==> config.mk <==
export PLATFORM = sky130hd
export DESIGN_NAME = stage_type_streamer
export DESIGN_NICKNAME = d
export VERILOG_FILES = /design/src/rtl/stage_type_streamer.sv
export SDC_FILE = /design/constraint.sdc
export NUM_CORES = 1
export LEC_CHECK = 0
export CORE_AREA = 3 3 103 105
export DETAILED_ROUTE_END_ITERATION = 10
export DIE_AREA = 0 0 106 108
export PLACE_DENSITY = 0.91
export SETUP_SLACK_MARGIN = 0.1
export SLEW_MARGIN = 40
export SYNTH_ARGS = -nofsm -noshare
export SYNTH_HDL_FRONTEND = slang
export SYNTH_SLANG_ARGS = --single-unit
export TNS_END_PERCENT = 50
==> constraint.sdc <==
create_clock -name clk -period 3.45 [get_ports clk]
set_input_delay 0.8625 -clock clk [delete_from_list [all_inputs] [get_ports clk]]
set_output_delay 0.8625 -clock clk [all_outputs]
set_load 0.005 [all_outputs]
==> src/rtl/stage_type_streamer.sv <==
// -----------------------------------------------------------------------------
// stage_type_streamer
//
// Takes the five 2-character ASCII instruction-type strings (IF, ID, EX, MEM,
// WB) from the per-stage type decoders and captures all five in one cycle. It
// then streams a fixed 20-character frame to the character-LCD writer over a
// valid/ready handshake.
//
// Frame layout: four columns per stage, in the order IF, ID, EX, MEM, WB:
//   <letter> ':' <pair[15:8]> <pair[7:0]>
// The letters are F, D, E, M, W. For example: "F:01D:02E:08M:11W:xx".
//
// Ports
//   clk         in   system clock, rising edge
//   rst_n       in   asynchronous active-low reset
//   type_if     in   [15:0] IF-stage ASCII pair, [15:8] is the leftmost char
//   type_id     in   [15:0] ID-stage ASCII pair
//   type_ex     in   [15:0] EX-stage ASCII pair
//   type_mem    in   [15:0] MEM-stage ASCII pair
//   type_wb     in   [15:0] WB-stage ASCII pair
//   snap        in   one-cycle frame request
//   char_data   out  [7:0] ASCII character for column char_addr
//   char_addr   out  [4:0] LCD column 0..19
//   char_valid  out  char_data/char_addr valid
//   char_ready  in   writer accepts the current character
//   busy        out  high while a frame is being sent or finishing
//   frame_done  out  one-cycle pulse at frame end
//
// Parameter
//   REFRESH     cycles between automatic frame triggers; 0 disables them
// -----------------------------------------------------------------------------
module stage_type_streamer #(
  parameter int unsigned REFRESH = 1000000
) (
  input  logic        clk,
  input  logic        rst_n,
  input  logic [15:0] type_if,
  input  logic [15:0] type_id,
  input  logic [15:0] type_ex,
  input  logic [15:0] type_mem,
  input  logic [15:0] type_wb,
  input  logic        snap,
  output logic [7:0]  char_data,
  output logic [4:0]  char_addr,
  output logic        char_valid,
  input  logic        char_ready,
  output logic        busy,
  output logic        frame_done
);

  // Refresh counter sizing. Keep at least one bit so that REFRESH of 0 or 1
  // still elaborates cleanly.
  localparam int unsigned CNT_W = (REFRESH > 32'd1) ? $clog2(REFRESH) : 1;
  localparam logic [CNT_W-1:0] CNT_LAST =
    CNT_W'((REFRESH == 32'd0) ? 32'd0 : (REFRESH - 32'd1));

  localparam logic [4:0]  LAST_COL  = 5'd19;
  localparam logic [15:0] SNAP_INIT = 16'h2D2D;   // "--"
  localparam logic [7:0]  COLON     = 8'h3A;

  typedef enum logic [1:0] {
    S_IDLE = 2'd0,
    S_SEND = 2'd1,
    S_DONE = 2'd2
  } state_t;

  state_t           r_state;
  logic [4:0]       r_idx;
  logic             r_pending;
  logic             r_char_valid;
  logic             r_busy;
  logic             r_frame_done;
  logic [15:0]      r_snap_if;
  logic [15:0]      r_snap_id;
  logic [15:0]      r_snap_ex;
  logic [15:0]      r_snap_mem;
  logic [15:0]      r_snap_wb;
  logic [CNT_W-1:0] r_refresh_cnt;

  logic             w_tick;
  logic             w_request;
  logic             w_trigger;
  logic [7:0]       w_char;

  // Selects the frame character for a given column from the snapshot.
  // Columns above 19 never occur while streaming; they map to 0.
  function automatic logic [7:0] frame_char(
    input logic [4:0]  idx,
    input logic [15:0] s_if,
    input logic [15:0] s_id,
    input logic [15:0] s_ex,
    input logic [15:0] s_mem,
    input logic [15:0] s_wb
  );
    logic [15:0] pair;
    logic [7:0]  letter;
    logic [7:0]  ch;
    case (idx[4:2])
      3'd0:    begin pair = s_if;  letter = 8'h46; end  // 'F'
      3'd1:    begin pair = s_id;  letter = 8'h44; end  // 'D'
      3'd2:    begin pair = s_ex;  letter = 8'h45; end  // 'E'
      3'd3:    begin pair = s_mem; letter = 8'h4D; end  // 'M'
      3'd4:    begin pair = s_wb;  letter = 8'h57; end  // 'W'
      default: begin pair = 16'h0000; letter = 8'h00; end
    endcase
    case (idx[1:0])
      2'd0:    ch = letter;
      2'd1:    ch = COLON;
      2'd2:    ch = pair[15:8];
      2'd3:    ch = pair[7:0];
      default: ch = 8'h00;
    endcase
    if (idx[4:2] > 3'd4) begin
      ch = 8'h00;
    end else begin
      ch = ch;
    end
    return ch;
  endfunction

  // Tick when the free-running counter sits at its last value. No tick when
  // automatic refresh is disabled.
  always_comb begin
    w_tick = 1'b0;
    if (REFRESH != 32'd0) begin
      w_tick = (r_refresh_cnt == CNT_LAST);
    end else begin
      w_tick = 1'b0;
    end
  end

  assign w_request = snap | w_tick;
  assign w_trigger = w_request | r_pending;

  // Free-running refresh counter. It runs in every FSM state and wraps after
  // the tick.
  always_ff @(posedge clk or negedge rst_n) begin
    if (!rst_n) begin
      r_refresh_cnt <= '0;
    end else if (w_tick) begin
      r_refresh_cnt <= '0;
    end else if (REFRESH != 32'd0) begin
      r_refresh_cnt <= r_refresh_cnt + CNT_W'(1);
    end
  end

  // Frame FSM. It owns the snapshot, the column index, the single-deep
  // pending request and the registered handshake/status outputs.
  always_ff @(posedge clk or negedge rst_n) begin
    if (!rst_n) begin
      r_state      <= S_IDLE;
      r_idx        <= 5'd0;
      r_pending    <= 1'b0;
      r_char_valid <= 1'b0;
      r_busy       <= 1'b0;
      r_frame_done <= 1'b0;
      r_snap_if    <= SNAP_INIT;
      r_snap_id    <= SNAP_INIT;
      r_snap_ex    <= SNAP_INIT;
      r_snap_mem   <= SNAP_INIT;
      r_snap_wb    <= SNAP_INIT;
    end else begin
      case (r_state)
        S_IDLE: begin
          r_frame_done <= 1'b0;
          if (w_trigger) begin
            // Capture all five stages together so that the frame is a
            // coherent picture of a single pipeline cycle.
            r_snap_if    <= type_if;
            r_snap_id    <= type_id;
            r_snap_ex    <= type_ex;
            r_snap_mem   <= type_mem;
            r_snap_wb    <= type_wb;
            r_idx        <= 5'd0;
            r_pending    <= 1'b0;
            r_char_valid <= 1'b1;
            r_busy       <= 1'b1;
            r_state      <= S_SEND;
          end
        end
        S_SEND: begin
          // Requests that arrive mid-frame collapse into one follow-on frame.
          if (w_request) begin
            r_pending <= 1'b1;
          end
          if (r_char_valid && char_ready) begin
            if (r_idx == LAST_COL) begin
              r_char_valid <= 1'b0;
              r_frame_done <= 1'b1;
              r_state      <= S_DONE;
            end else begin
              r_idx <= r_idx + 5'd1;
            end
          end
        end
        S_DONE: begin
          if (w_request) begin
            r_pending <= 1'b1;
          end
          r_frame_done <= 1'b0;
          r_busy       <= 1'b0;
          r_state      <= S_IDLE;
        end
        default: begin
          r_char_valid <= 1'b0;
          r_busy       <= 1'b0;
          r_frame_done <= 1'b0;
          r_pending    <= 1'b0;
          r_idx        <= 5'd0;
          r_state      <= S_IDLE;
        end
      endcase
    end
  end

  // Character lookup. Forced to 0 outside SEND so that the bus reads 0
  // whenever char_valid is low, including during reset.
  always_comb begin
    w_char = 8'h00;
    if (r_char_valid) begin
      w_char = frame_char(r_idx, r_snap_if, r_snap_id, r_snap_ex,
                          r_snap_mem, r_snap_wb);
    end else begin
      w_char = 8'h00;
    end
  end

  assign char_data  = w_char;
  assign char_addr  = r_idx;
  assign char_valid = r_char_valid;
  assign busy       = r_busy;
  assign frame_done = r_frame_done;

endmodule

Yosys cells after proc, flatten, opt, wreduce, memory -nomap -nowiden:

Index checks and enable logic that the tools add are counted.

* bits in latches: 0
* memory bits (writable): 0
* memory bits (read-only): 0
* memories: 0
* output and inout bits: 16
* word-level logic and storage cells: 72
* input bits: 84
* flip-flop bits (word level): 111

* bitwise gates (word level): 4
* add/sub/neg operators: 2
* divide/modulo/power cells: 0
* multipliers: 0
* magnitude comparators: 1
* eq/ne operators: 16
* muxes and demuxes: 25
* shift operators: 0
* reduce and logical (&&, ||, !) cells: 12

Operator list (number)
* case mux 16 bit (5 select lines): 1
* case mux 7 bit (5 select lines): 1
* case mux 8 bit (4 select lines): 1
* adder 20 x 1 -> 20 bit (second input constant): 1
* == test 20 bit (second input constant): 1
* 2-to-1 mux 20 bit: 1
* 2-to-1 mux 8 bit: 2
* 2-to-1 mux 5 bit: 3
* case mux 5 bit (3 select lines): 1
* 2-to-1 mux 1 bit: 8
* != test 2 bit (second input constant): 4
* AND reduction 2 bit: 4
* AND reduction 4 bit: 2
* == test 2 bit (second input constant): 3
* == test 3 x 2 -> 1 bit (second input constant): 2
* 2-to-1 mux 2 bit: 3
* adder 5 x 1 -> 5 bit (second input constant): 1
* == test 5 bit (second input constant): 1
* == test 2 x 1 -> 1 bit (second input constant): 2
* zero test 2 bit: 2
* case mux 1 bit (2 select lines): 2
* case mux 2 bit (2 select lines): 1
* == test 3 x 1 -> 1 bit (second input constant): 1
* == test 3 bit (second input constant): 1
* other kinds (9): 11

Depth between registers and ports, before layout:

Gate-level depths: netlist of run 1.

* depth after elaboration: 5
* mapped depth: 8
* gate-level depth less buffers: 6

Worst setup path before layout of run 1:

No wires, ideal clock.

* path kind: register -> output
* start: register r_idx[2], in the netlist char_addr[2]
* end: output char_data[7]
* slack: 943 ps
* required time: 2588 ps
* buffers on the path: 2
* stages on the path, launching flop included: 8
* arrival time: 1644 ps
* path through: dfrtp_1 -> clkbuf_1 -> buf_2 -> nor2_1 -> a22oi_1 -> o22ai_1 -> nand2_1 -> a211oi_1

* cells in the longest elaborated chain, start to end: 5
* elaborated cells between the ends (all ways): 10

RTL lines
* start, declared: RTL line 68 `logic [4:0] r_idx;`
* start signal, assigned: RTL line 192 `r_idx <= r_idx + 5'd1;`
* == test 3 bit (tied with other cells): RTL line 98 `case (idx[4:2])`
* case mux 16 bit (5 select lines): RTL line 98
* case mux 8 bit (4 select lines): RTL line 106 `case (idx[1:0])`
* 2-to-1 mux 8 bit *: RTL line 113 `if (idx[4:2] > 3'd4) begin`
* 2-to-1 mux 8 bit *: RTL line 220 `if (r_char_valid) begin`
* end, declared: RTL line 43 `output logic [7:0] char_data,`

Mark *: on every way between the ends. The rest lies on a longest branch, timed or not.

Worst setup path after layout of run 1:

* start: register r_idx[2], in the netlist char_addr[2]
* end: output char_data[5]

The elaborated chain is that of the path after synthesis.

==> results of run 1 <==
==> kinds of logic after synthesis <==
kind of cell / count (synthesis) / synth area share, %
AOI/OAI and AO/OA: 76 / 9.269
muxes: 103 / 22.62
buffers and inverters: 34 / 3.456
xor gates and xnor gates: 15 / 2.356
adders and majority gates: 8 / 1.795
DFF: 111 / 50.72
and+or+nand+nor: 99 / 9.785
==> flip-flops by register name, summed over array words and instances, names as in the netlist <==
register       flops
r_snap_mem        16
r_refresh_cnt     20
busy               1
char_addr          5
r_snap_id         16
char_valid         1
r_snap_wb         16
r_pending          1
r_snap_ex         16
r_snap_if         16
frame_done         1
r_state            2
==> power by group <==
group	switching, W	total, W	leakage, nW	internal [W]
registers	0.000399	0.00240	1.29	0.00201
clock network	0.000451	0.000718	0.0872	0.000267
logic	0.00103	0.00233	1.58	0.00130
==> critical path, stage by stage, from the launching register on <==
cell and delay [ns]:
sky130_fd_sc_hd__dfrtp_2 0.49, sky130_fd_sc_hd__buf_4 0.18, sky130_fd_sc_hd__buf_4 0.17, sky130_fd_sc_hd__o21ai_0 0.40, sky130_fd_sc_hd__o2111ai_1 0.16, sky130_fd_sc_hd__a31oi_1 0.27
sky130_fd_sc_hd__clkdlybuf4s50_1 0.56
==> final timing paths <==
kind / from / to / slack [ns] / depth (start not counted)
max: char_addr[2] / char_data[5] / -0.03 / 6
max reg2reg: r_refresh_cnt[0] / r_snap_ex[14] / 1.24 / 7
max in group asynchronous: rst_n / r_snap_ex[0] / 2.18 / 2
min reg2reg: r_refresh_cnt[19] / r_refresh_cnt[19] / 0.48 / 1
min in group clk: r_refresh_cnt[19] / r_refresh_cnt[19] / 0.48 / 1
min: rst_n / r_refresh_cnt[12] / 0.47 / 1
==> cell usage after synthesis (3+ instances only) <==
cell type,number,area (um2)
sky130_fd_sc_hd__a31oi_1,3,18.77
sky130_fd_sc_hd__a211oi_1,3,22.52
sky130_fd_sc_hd__nor2b_1,5,31.28
sky130_fd_sc_hd__buf_6,8,90.09
sky130_fd_sc_hd__nor3_1,4,20.02
sky130_fd_sc_hd__a21oi_1,12,60.06
sky130_fd_sc_hd__mux4_2,3,67.56
sky130_fd_sc_hd__ha_1,8,100.1
sky130_fd_sc_hd__mux2_2,62,698.2
sky130_fd_sc_hd__xor2_1,10,87.58
sky130_fd_sc_hd__mux2i_1,15,150.1
sky130_fd_sc_hd__xnor2_1,5,43.79
sky130_fd_sc_hd__and3_1,7,43.79
sky130_fd_sc_hd__nand3_1,11,55.05
sky130_fd_sc_hd__dfstp_2,40,1051
sky130_fd_sc_hd__mux2_4,23,345.3
sky130_fd_sc_hd__nor2_1,22,82.58
sky130_fd_sc_hd__buf_2,4,20.02
sky130_fd_sc_hd__clkbuf_1,10,37.54
sky130_fd_sc_hd__dfrtp_1,71,1777
sky130_fd_sc_hd__a22oi_1,13,97.59
sky130_fd_sc_hd__inv_1,11,41.29
sky130_fd_sc_hd__o21ai_0,23,115.1
sky130_fd_sc_hd__o211ai_1,4,30.03
sky130_fd_sc_hd__nand2_1,30,112.6
==> layout make-up <==
class	count	area [um2]	share of cell area, %
inverters	11	45.04	0.6383
well taps	133	166.4	2.358
repair buffers	123	1202	17.04
flip-flops and latches	111	2834	40.16
multi-input cells	301	2636	37.36
clock inverters	6	45.04	0.6383
clock buffers	10	127.6	1.809
==> metrics by stage <==
step                area, um2  utilization, %
detailed placement       6716           69.03
global route             7057           72.53
finish                   7057           72.53
CTS                      6988           71.82
global placement         6716           69.03
floorplan                5575               -
==> layer usage <==
metal	up-vias	wire, um	GRT usage (%)
met4	0	672	11.75
met3	72	1072	6.030
met2	237	7706	44.72
met5	-	0	0
met1	2158	5330	30.63
li1	1841	-	-
==> repair_timing <==
action	in CTS	in global routing
setup endpoints to repair	8	8
gates resized for setup	14	14
pin swaps	1	4
endpoints found under the hold margin	0	0
buffers inserted	8	1
==> key figures, run 1 <==
Outcome
  – Failing checks: setup timing
  – Run status: finished, violations left

Floorplanning
  – Placeable core region: 9729 um2
  – Die outline width: 106 um
  – Vertical die dimension: 108 um
  – Initial Utilization: 57.30%
  – DIE AREA: 11450 um2
  – Number of core rows: 36
  – I/O pin count: 100

Placed design
  – Routability congestion estimate: 1.025
  – Total half-perimeter wirelength after legalization and detailed placement: 10140 um
  – Port buffer count: 99
  – Placement-stage worst setup slack: 0.2540 ns
  – Cell count after placement: 670

CTS
  – Buffer depth of the longest clock path: 2
  – CTS Buf Count: 9
  – Sinks on the clock net: 111
  – H-Tree Depth: 3
  – Clock tree from TritonCTS: yes
  – Total of hold buffers inserted after clock tree synthesis: 0
  – Clock root cell: sky130_fd_sc_hd__clkbuf_8
  – Clock edge transition at the registers on the reported setup and hold paths: 0.10 ns
  – Clock latency reported for the late side of the worst-skew pair: 0.39 ns

Timing
  – Post-route clock skew: 0.008414 ns
  – Relative max-transition margin: 59.85%
  – Number of endpoints failing setup at the final stage: 1
  – FMAX: 287.0 MHz
  – Setup repair after global routing missed its margin: yes
  – Final number of max-transition violations: 0
  – Clock period minus final worst setup slack: 3.484 ns
  – Worst slack on hold paths: 0.4709 ns
  – Worst path setup slack after routing: -0.03416 ns
  – Setup TNS: -0.03416 ns
  – Pin slew with the least headroom to its limit: 0.6023 ns
  – Final hold violation count: 0
  – Portion of the clock cycle consumed by the worst path in the final layout: 101.0%

Logic synthesis
  – Number of nets produced by synthesis: 538
  – Async set-or-reset flop fraction in the synthesized netlist: 100.0%
  – Proportion of synthesized chip area in sequential cells: 50.72%
  – Number of enable-type register cells in the synthesized netlist: 0
  – Number of instances in the synthesized netlist: 446
  – Count of cell types in the netlist: 54
  – Primary FF master, synth: sky130_fd_sc_hd__dfrtp_1
  – Avg Synthesized Cell Area: 12.50 um2
  – Total of flip-flops plus latches after synthesis: 111
  – Yosys warnings: 0
  – Area of the mapped netlist: 5575 um2

Detailed routing
  – Total DRC errors in the routed layout: 0
  – Total wire length: 14780 um
  – Per-cell routed wire length: 21.27 um
  – Detailed Route Iter0 Violations: 414
  – Routed via count: 4308
  – DR pass1 iterations: 8
  – Ratio of routed vias to standard cells: 6.199
  – Count of antenna-violating nets left after detailed routing: 0

Cells and area
  – Count of filler cells inserted in the layout: 643
  – Area growth from synthesis to layout: 26.57%
  – Leading cell types in the layout, fill and taps excluded: 96 x sky130_fd_sc_hd__clkdlybuf4s50_1, 66 x sky130_fd_sc_hd__dfrtp_1, 62 x sky130_fd_sc_hd__mux2_2
  – Share of post-route cells with drive strength above 1: 35.94%
  – Inserted Diodes: 0
  – Post-layout net count: 649
  – Number of standard cells in the final layout excluding fillers: 695
  – Most common cell after layout, fill and taps aside: sky130_fd_sc_hd__clkdlybuf4s50_1

Pwr
  – Worst voltage drop across the vdd grid: 477.9 uV
  – Reported leakage power: 2.959 nW
  – PD cells: 772.5 nW/um2
  – Total Power: 0.005451 W

Setup path
  – Required time of the critical path: 2.59 ns
  – Critical path data arrival time: 2.62 ns
  – Startpoint types: flip-flop
  – Max FO, Critical Path: 8
  – Critical Setup Path Class: reg -> out
  – Worst setup EP type: primary output

Global routing
  – First-pass GRT wire length: 22710 um
  – Antenna violations before repair: 0
  – Global route overflow: 0
  – Overall global routing resource usage: 25.76%
  – Number of global-route vias before repair: 4411
  – Maximum number of pins on one net before global-route repair: 51

Worst hold path
  – Worst hold path type: in -> async

Run
  – Max_cap viols: 0
Power figures use the tool's default switching activity.
==> inputs of run 2 (changes only) <==
--- a/config.mk
+++ b/config.mk
@@ -7,5 +7,6 @@
 export LEC_CHECK = 0
-export CORE_AREA = 3 3 103 105
+export CORE_AREA = 4 4 104 106
 export DETAILED_ROUTE_END_ITERATION = 10
-export DIE_AREA = 0 0 106 108
+export DIE_AREA = 0 0 108 110
+export GPL_ROUTABILITY_DRIVEN = 1
 export PLACE_DENSITY = 0.91
==> constraint.sdc (replaced) <==
create_clock -name clk -period 3.45 [get_ports clk]
set_input_delay 0.5175 -clock clk [delete_from_list [all_inputs] [get_ports clk]]
set_output_delay 0.5175 -clock clk [all_outputs]
set_load 0.005 [all_outputs]
==> run 2 against run 1 <==
The run now ends clean. Largest power group unchanged. Register-to-register slack worse by 0.07 ns. Worst hold slack gained 0.019 ns. Final area decreased by 2.5%. Critical endpoint is now char_data[2]. Global-route usage fell by 2.6 points.
==> key figures, run 2 (same netlist as run 1, synthesis figures left out) <==
Timing
  – Relative max-transition margin: 47.64% (was 59.85%)
  – FMAX: 312.3 MHz (was 287.0 MHz)
  – Portion of the clock cycle consumed by the worst path in the final layout: 92.81% (was 101.0%)
  – Post-route clock skew: 0.01007 ns (was 0.008414 ns)
  – Final hold violation count: 0 (unchanged)
  – Final number of max-transition violations: 0 (unchanged)
  – Worst slack on hold paths: 0.4903 ns (was 0.4709 ns)
  – Number of endpoints failing setup at the final stage: 0 (was 1)
  – Pin slew with the least headroom to its limit: 0.7772 ns (was 0.6023 ns)
  – Clock period minus final worst setup slack: 3.202 ns (was 3.484 ns)
  – Setup TNS: 0 ns (was -0.03416 ns)
  – Setup repair after global routing missed its margin: no (was yes)

Cells and area
  – Flip-flop count of the largest register, all copies and words added: 20 (unchanged)
  – Inserted Diodes: 0 (unchanged)
  – Number of standard cells in the final layout excluding fillers: 681 (was 695)
  – Final instance area: 6882 um2 (was 7057 um2)
  – Most common cell after layout, fill and taps aside: sky130_fd_sc_hd__clkdlybuf4s50_1 (unchanged)
  – Share of post-route cells with drive strength above 1: 31.93% (was 35.94%)
  – Area growth from synthesis to layout: 23.43% (was 26.57%)
  – Leading cell types in the layout, fill and taps excluded: 98 x sky130_fd_sc_hd__clkdlybuf4s50_1, 68 x sky130_fd_sc_hd__dfrtp_1, 62 x sky130_fd_sc_hd__mux2_2 (was 96 x sky130_fd_sc_hd__clkdlybuf4s50_1, 66 x sky130_fd_sc_hd__dfrtp_1, 62 x sky130_fd_sc_hd__mux2_2)
  – Largest Register: r_refresh_cnt (unchanged)
  – Post-layout net count: 635 (was 649)

Pwr
  – Share of power burned in registers: 45.4% (was 44.1%)
  – Total Power: 0.005232 W (was 0.005451 W)
  – Switching part of the total power: 32.80% (was 34.48%)
  – Int Pwr: 0.003516 W (was 0.003572 W)
  – Worst voltage drop across the vdd grid: 435.8 uV (was 477.9 uV)
  – Combinational cell fraction of total power: 40.9% (was 42.7%)
  – Net Switching: 0.001716 W (was 0.001879 W)
  – Reported leakage power: 2.847 nW (was 2.959 nW)
  – Proportion of power drawn by the clock network: 13.7% (was 13.2%)
  – PD cells: 760.2 nW/um2 (was 772.5 nW/um2)

Detailed routing
  – Detailed Route Iter0 Violations: 229 (was 414)
  – Count of antenna-violating nets left after detailed routing: 0 (unchanged)
  – Per-cell routed wire length: 19.26 um (was 21.27 um)
  – Total wire length: 13120 um (was 14780 um)
  – Total DRC errors in the routed layout: 0 (unchanged)
  – Ratio of routed vias to standard cells: 5.831 (was 6.199)
  – Routed via count: 3971 (was 4308)
  – DR pass1 iterations: 4 (was 8)

Global routing
  – Antenna violations before repair: 0 (unchanged)
  – Overall global routing resource usage: 23.12% (was 25.76%)
  – Maximum number of pins on one net before global-route repair: 100 (was 51)
  – Global routing usage on met3: 4.252% (was 6.030%)
  – Global routing met2 resource utilization: 39.08% (was 44.72%)
  – Number of global-route vias before repair: 4224 (was 4411)
  – Grt peak-use layer: met2 (unchanged)
  – Global routing met1 resource utilization: 29.69% (was 30.63%)
  – First-pass GRT wire length: 21190 um (was 22710 um)
  – Global route overflow: 0 (unchanged)

Setup path
  – Startpoint types: flip-flop (unchanged)
  – Max FO, Critical Path: 18 (was 8)
  – Required time of the critical path: 2.93 ns (was 2.59 ns)
  – Critical Setup Path Class: reg -> out (unchanged)
  – Worst setup EP type: primary output (unchanged)
  – Critical path data arrival time: 2.68 ns (was 2.62 ns)
  – R2R setup slack: 1.17 ns (was 1.24 ns)

Floorplanning
  – Die outline width: 108 um (was 106 um)
  – DIE AREA: 11880 um2 (was 11450 um2)
  – Number of core rows: 36 (unchanged)
  – Vertical die dimension: 110 um (was 108 um)
  – Initial Utilization: 57.04% (was 57.30%)
  – Placeable core region: 9774 um2 (was 9729 um2)
  – I/O pin count: 100 (unchanged)

Outcome
  – Run status: finished, final reports clean (was finished, violations left)

CTS
  – Clock edge transition at the registers on the reported setup and hold paths: 0.10 ns (about the same)
  – CTS Buf Count: 9 (unchanged)
  – Sinks on the clock net: 111 (unchanged)
  – Clock latency reported for the late side of the worst-skew pair: 0.38 ns (was 0.39 ns)
  – Clock root cell: sky130_fd_sc_hd__clkbuf_8 (unchanged)
  – Buffer depth of the longest clock path: 2 (unchanged)
  – Clock tree from TritonCTS: yes (unchanged)
  – H-Tree Depth: 3 (unchanged)
  – Post-CTS Setup Inserts: 0 (was 8)

Placed design
  – Port buffer count: 99 (unchanged)
  – Cell count after placement: 664 (was 670)
  – Routability congestion estimate: 0.9171 (was 1.025)
  – Cell Area, Placed: 6671 um2 (was 6716 um2)
  – Total half-perimeter wirelength after legalization and detailed placement: 9666 um (was 10140 um)

Worst hold path
  – Worst hold path type: reg -> reg (was in -> async)

Run
  – Max_cap viols: 0 (unchanged)
-- run 2: final cells by class --
class	count	area [um2]
inverter	11	41.29
timing repair buffer	109	1091
multi-input combinational	301	2574
clock inverter	4	30.03
clock buffer	12	145.1
fill	728	2893
sequential	111	2834
tap	133	166.4
-- run 2: through the flow --
step	util (%)	setup WS (ns)
floorplan	-	1.288
global placement	68.25	0.4830
detailed placement	68.25	0.4376
CTS	70.28	0.1397
global route	70.40	0.1004
finish	70.40	0.2480
-- run 2: what timing repair did --
| item | CTS | global route |
|---|---|---|
| endpoints found under the setup margin | 5 | 5 |
| hold endpoints to repair | 2 | 0 |
| resized for setup | 4 | 5 |
| hold buffers | 1 | 0 |
-- run 2: per-layer routing --
layer | share of wire (%) | up-vias
met3 | 4.6 | 31
met4 | 2.8 | 0
met5 | 0 | -
met1 | 42 | 1991
li1 | - | 1807
met2 | 50 | 142
-- run 2: critical path, cell delays in order, from the launching register on --
cell	delay (ns)
sky130_fd_sc_hd__dfrtp_4	0.56
sky130_fd_sc_hd__buf_4	0.26
sky130_fd_sc_hd__mux2_2	0.38
sky130_fd_sc_hd__a22oi_1	0.19
sky130_fd_sc_hd__o221ai_1	0.17
sky130_fd_sc_hd__a21oi_1	0.18
sky130_fd_sc_hd__nor2_1	0.07
sky130_fd_sc_hd__clkdlybuf4s50_1	0.48
-- run 2: power groups by stage --
| stage | Sequential, W | Clock [W] | Combinational, W |
|---|---|---|---|
| global placement | 0.00235 | 0 | 0.00205 |
| global route | 0.00243 | 0.000779 | 0.00232 |
| CTS | 0.00236 | 0.000729 | 0.00214 |
| floorplan | 0.00221 | 0 | 0.00162 |
| finish | 0.00238 | 0.000717 | 0.00214 |
| detailed placement | 0.00238 | 0 | 0.00212 |
-- run 2: path summary, 6_finish.rpt --
path | to | cells past startpoint | startpoint
max | char_data[2] | 7 | char_addr[2]
min | r_refresh_cnt[19] | 1 | r_refresh_cnt[19]
max reg2reg | r_snap_wb[9] | 7 | r_refresh_cnt[0]
min reg2reg | r_refresh_cnt[19] | 1 | r_refresh_cnt[19]
max in group asynchronous | r_snap_wb[13] | 3 | rst_n
min in group asynchronous | r_snap_ex[9] | 2 | rst_n
==> inputs of run 3 (changes only) <==
--- a/config.mk
+++ b/config.mk
@@ -7,2 +7,3 @@
 export LEC_CHECK = 0
+export CAP_MARGIN = 20
 export CORE_AREA = 4 4 104 106
--- a/constraint.sdc
+++ b/constraint.sdc
@@ -3,2 +3,2 @@
 set_output_delay 0.5175 -clock clk [all_outputs]
-set_load 0.005 [all_outputs]
+set_load 0.02 [all_outputs]
==> run 3 against run 2 <==
Critical path depth unchanged. Clock-buffer cell count down 1. Total power up 2.0%. Critical path type unchanged. Utilization up 0.47 points. Setup slack worse by 0.047 ns. Combinational power up 6%.
==> key figures, run 3 (same netlist as run 1, synthesis figures left out) <==
Outcome
  – Run status: finished, final reports clean (unchanged)

Detailed routing
  – DR pass1 iterations: 6 (was 4)
  – Total wire length: 13150 um (was 13120 um)
  – Detailed Route Iter0 Violations: 235 (was 229)
  – Count of antenna-violating nets left after detailed routing: 0 (unchanged)
  – Ratio of routed vias to standard cells: 5.797 (was 5.831)
  – Routed via count: 3988 (was 3971)
  – Per-cell routed wire length: 19.11 um (was 19.26 um)
  – Total DRC errors in the routed layout: 0 (unchanged)

CTS
  – Clock edge transition at the registers on the reported setup and hold paths: 0.11 ns (was 0.10 ns)
  – Sinks on the clock net: 111 (unchanged)
  – H-Tree Depth: 3 (unchanged)
  – CTS Buf Count: 9 (unchanged)
  – Clock root cell: sky130_fd_sc_hd__clkbuf_8 (unchanged)
  – Clock tree from TritonCTS: yes (unchanged)
  – Buffer depth of the longest clock path: 2 (unchanged)
  – Clock latency reported for the late side of the worst-skew pair: 0.40 ns (was 0.38 ns)

Setup path
  – R2R setup slack: 1.25 ns (was 1.17 ns)
  – Required time of the critical path: 2.93 ns (about the same)
  – Max FO, Critical Path: 18 (unchanged)
  – Critical path data arrival time: 2.73 ns (was 2.68 ns)
  – Critical Setup Path Class: reg -> out (unchanged)
  – Top Family by Delay on Critical Path: buffers and inverters (unchanged)
  – Depth of the worst register-to-register path: 7 (unchanged)
  – Peak per-stage delay on the critical path: 0.69 ns (was 0.56 ns)
  – Startpoint of the worst register-to-register path: r_refresh_cnt[0] (unchanged)
  – Max stage delay cell, worst path: sky130_fd_sc_hd__clkdlybuf4s50_1 (was sky130_fd_sc_hd__dfrtp_4)
  – Critical path buffer and inverter count: 2 (unchanged)
  – Reg2reg end: r_snap_wb[1] (was r_snap_wb[9])
  – Startpoint types: flip-flop (unchanged)
  – Worst setup EP type: primary output (unchanged)
  – Most prevalent standard cell on the critical path: sky130_fd_sc_hd__nand2_1
  – Cell Chain, Critical Path: buf_4 > mux4_2 > nand2_1 > nand2_1 > nand2_1 > a221oi_1 > clkdlybuf4s50_1 (was buf_4 > mux2_2 > a22oi_1 > o221ai_1 > a21oi_1 > nor2_1 > clkdlybuf4s50_1)

Timing
  – Number of endpoints failing setup at the final stage: 0 (unchanged)
  – Pin slew with the least headroom to its limit: 0.6600 ns (was 0.7772 ns)
  – Setup repair after global routing missed its margin: yes (was no)
  – FMAX: 307.8 MHz (was 312.3 MHz)
  – Setup TNS: 0 ns (unchanged)
  – Relative max-transition margin: 55.59% (was 47.64%)
  – Clock period minus final worst setup slack: 3.249 ns (was 3.202 ns)
  – Final hold violation count: 0 (unchanged)
  – Post-route clock skew: 0.01596 ns (was 0.01007 ns)
  – Final number of max-transition violations: 0 (unchanged)
  – Portion of the clock cycle consumed by the worst path in the final layout: 94.18% (was 92.81%)

Cells and area
  – Largest Register: r_refresh_cnt (unchanged)
  – Share of post-route cells with drive strength above 1: 32.61% (was 31.93%)
  – Most common cell after layout, fill and taps aside: sky130_fd_sc_hd__clkdlybuf4s50_1 (unchanged)
  – Post-layout net count: 642 (was 635)
  – Flip-flop count of the largest register, all copies and words added: 20 (unchanged)
  – Area growth from synthesis to layout: 24.26% (was 23.43%)
  – Leading cell types in the layout, fill and taps excluded: 96 x sky130_fd_sc_hd__clkdlybuf4s50_1, 68 x sky130_fd_sc_hd__dfrtp_1, 62 x sky130_fd_sc_hd__mux2_2 (was 98 x sky130_fd_sc_hd__clkdlybuf4s50_1, 68 x sky130_fd_sc_hd__dfrtp_1, 62 x sky130_fd_sc_hd__mux2_2)
  – Inserted Diodes: 0 (unchanged)

Global routing
  – Antenna violations before repair: 0 (unchanged)
  – First-pass GRT wire length: 21090 um (was 21190 um)
  – Maximum number of pins on one net before global-route repair: 112 (was 100)
  – Overall global routing resource usage: 23.61% (was 23.12%)
  – Global route overflow: 0 (unchanged)
  – Number of global-route vias before repair: 4201 (was 4224)

Placed design
  – Total half-perimeter wirelength after legalization and detailed placement: 9692 um (was 9666 um)
  – Routability congestion estimate: 0.9373 (was 0.9171)
  – Port buffer count: 99 (unchanged)

Worst hold path
  – Worst hold path type: in -> async (was reg -> reg)

Run
  – Max_cap viols: 0 (unchanged)

Floorplanning
  – DIE AREA: 11880 um2 (unchanged)
  – Number of core rows: 36 (unchanged)
  – Initial Utilization: 57.04% (unchanged)
  – Vertical die dimension: 110 um (unchanged)
  – Placeable core region: 9774 um2 (unchanged)
  – I/O pin count: 100 (unchanged)
  – Die outline width: 108 um (unchanged)

Pwr
  – Reported leakage power: 2.903 nW (was 2.847 nW)
  – PD cells: 770.2 nW/um2 (was 760.2 nW/um2)
  – Total Power: 0.005336 W (was 0.005232 W)
  – Worst voltage drop across the vdd grid: 533.5 uV (was 435.8 uV)
[run 3: stage by stage]
stage	utilization, %	cell area [um2]	hold WS (ns)	std cells	setup slack, ns
detailed placement	68.48	6694	0.4618	667	0.4170
finish	70.88	6928	0.1667	688	0.2009
global route	70.88	6928	0.2353	688	0.01957
CTS	70.30	6872	0.1998	683	0.01346
global placement	68.48	6694	0.4496	667	0.4653
floorplan	-	5575	0.2219	446	0.8806
[run 3: power breakdown]
| part | switching, W | internal (W) | total [W] |
|---|---|---|---|
| combinational | 0.00102 | 0.00126 | 0.00227 |
| clock | 0.000444 | 0.000262 | 0.000706 |
| sequential | 0.000354 | 0.00200 | 0.00236 |
[run 3: area by class of cell]
class	count	area (um2)
flip-flops and latches	111	2831
fillers	713	2846
multi-input cells	301	2579
repair buffers	116	1144
clock buffers	11	131.4
clock inverters	5	35.03
well taps	133	166.4
inverters	11	41.29
[run 3: how the worst max path moves through the flow]
| stage | start | end | cells past startpoint |
|---|---|---|---|
| after detailed placement | char_addr[3] | char_data[7] | 6 |
| final | char_addr[3] | char_data[4] | 7 |
| after CTS | char_addr[2] | char_data[4] | 5 |
| after global placement | char_addr[2] | char_data[4] | 5 |
| after global routing | char_addr[3] | char_data[4] | 7 |
| after floorplan | char_addr[2] | char_data[7] | 7 |
[run 3: layer usage]
layer | vias to the layer above | GRT usage (%) | part of all wire, %
met5 | - | 0 | 0
met1 | 1989 | 29.12 | 41
met2 | 152 | 39.56 | 50
li1 | 1820 | - | -
met4 | 0 | 9.919 | 2.7
met3 | 27 | 6.232 | 6.3
[run 3: what timing repair did]
action / in CTS / in global routing
buffers inserted: 0 / 5
resized for setup: 4 / 6
endpoints found under the hold margin: 0 / 0
hold buffers: 0 / 0
setup endpoints to repair: 7 / 8
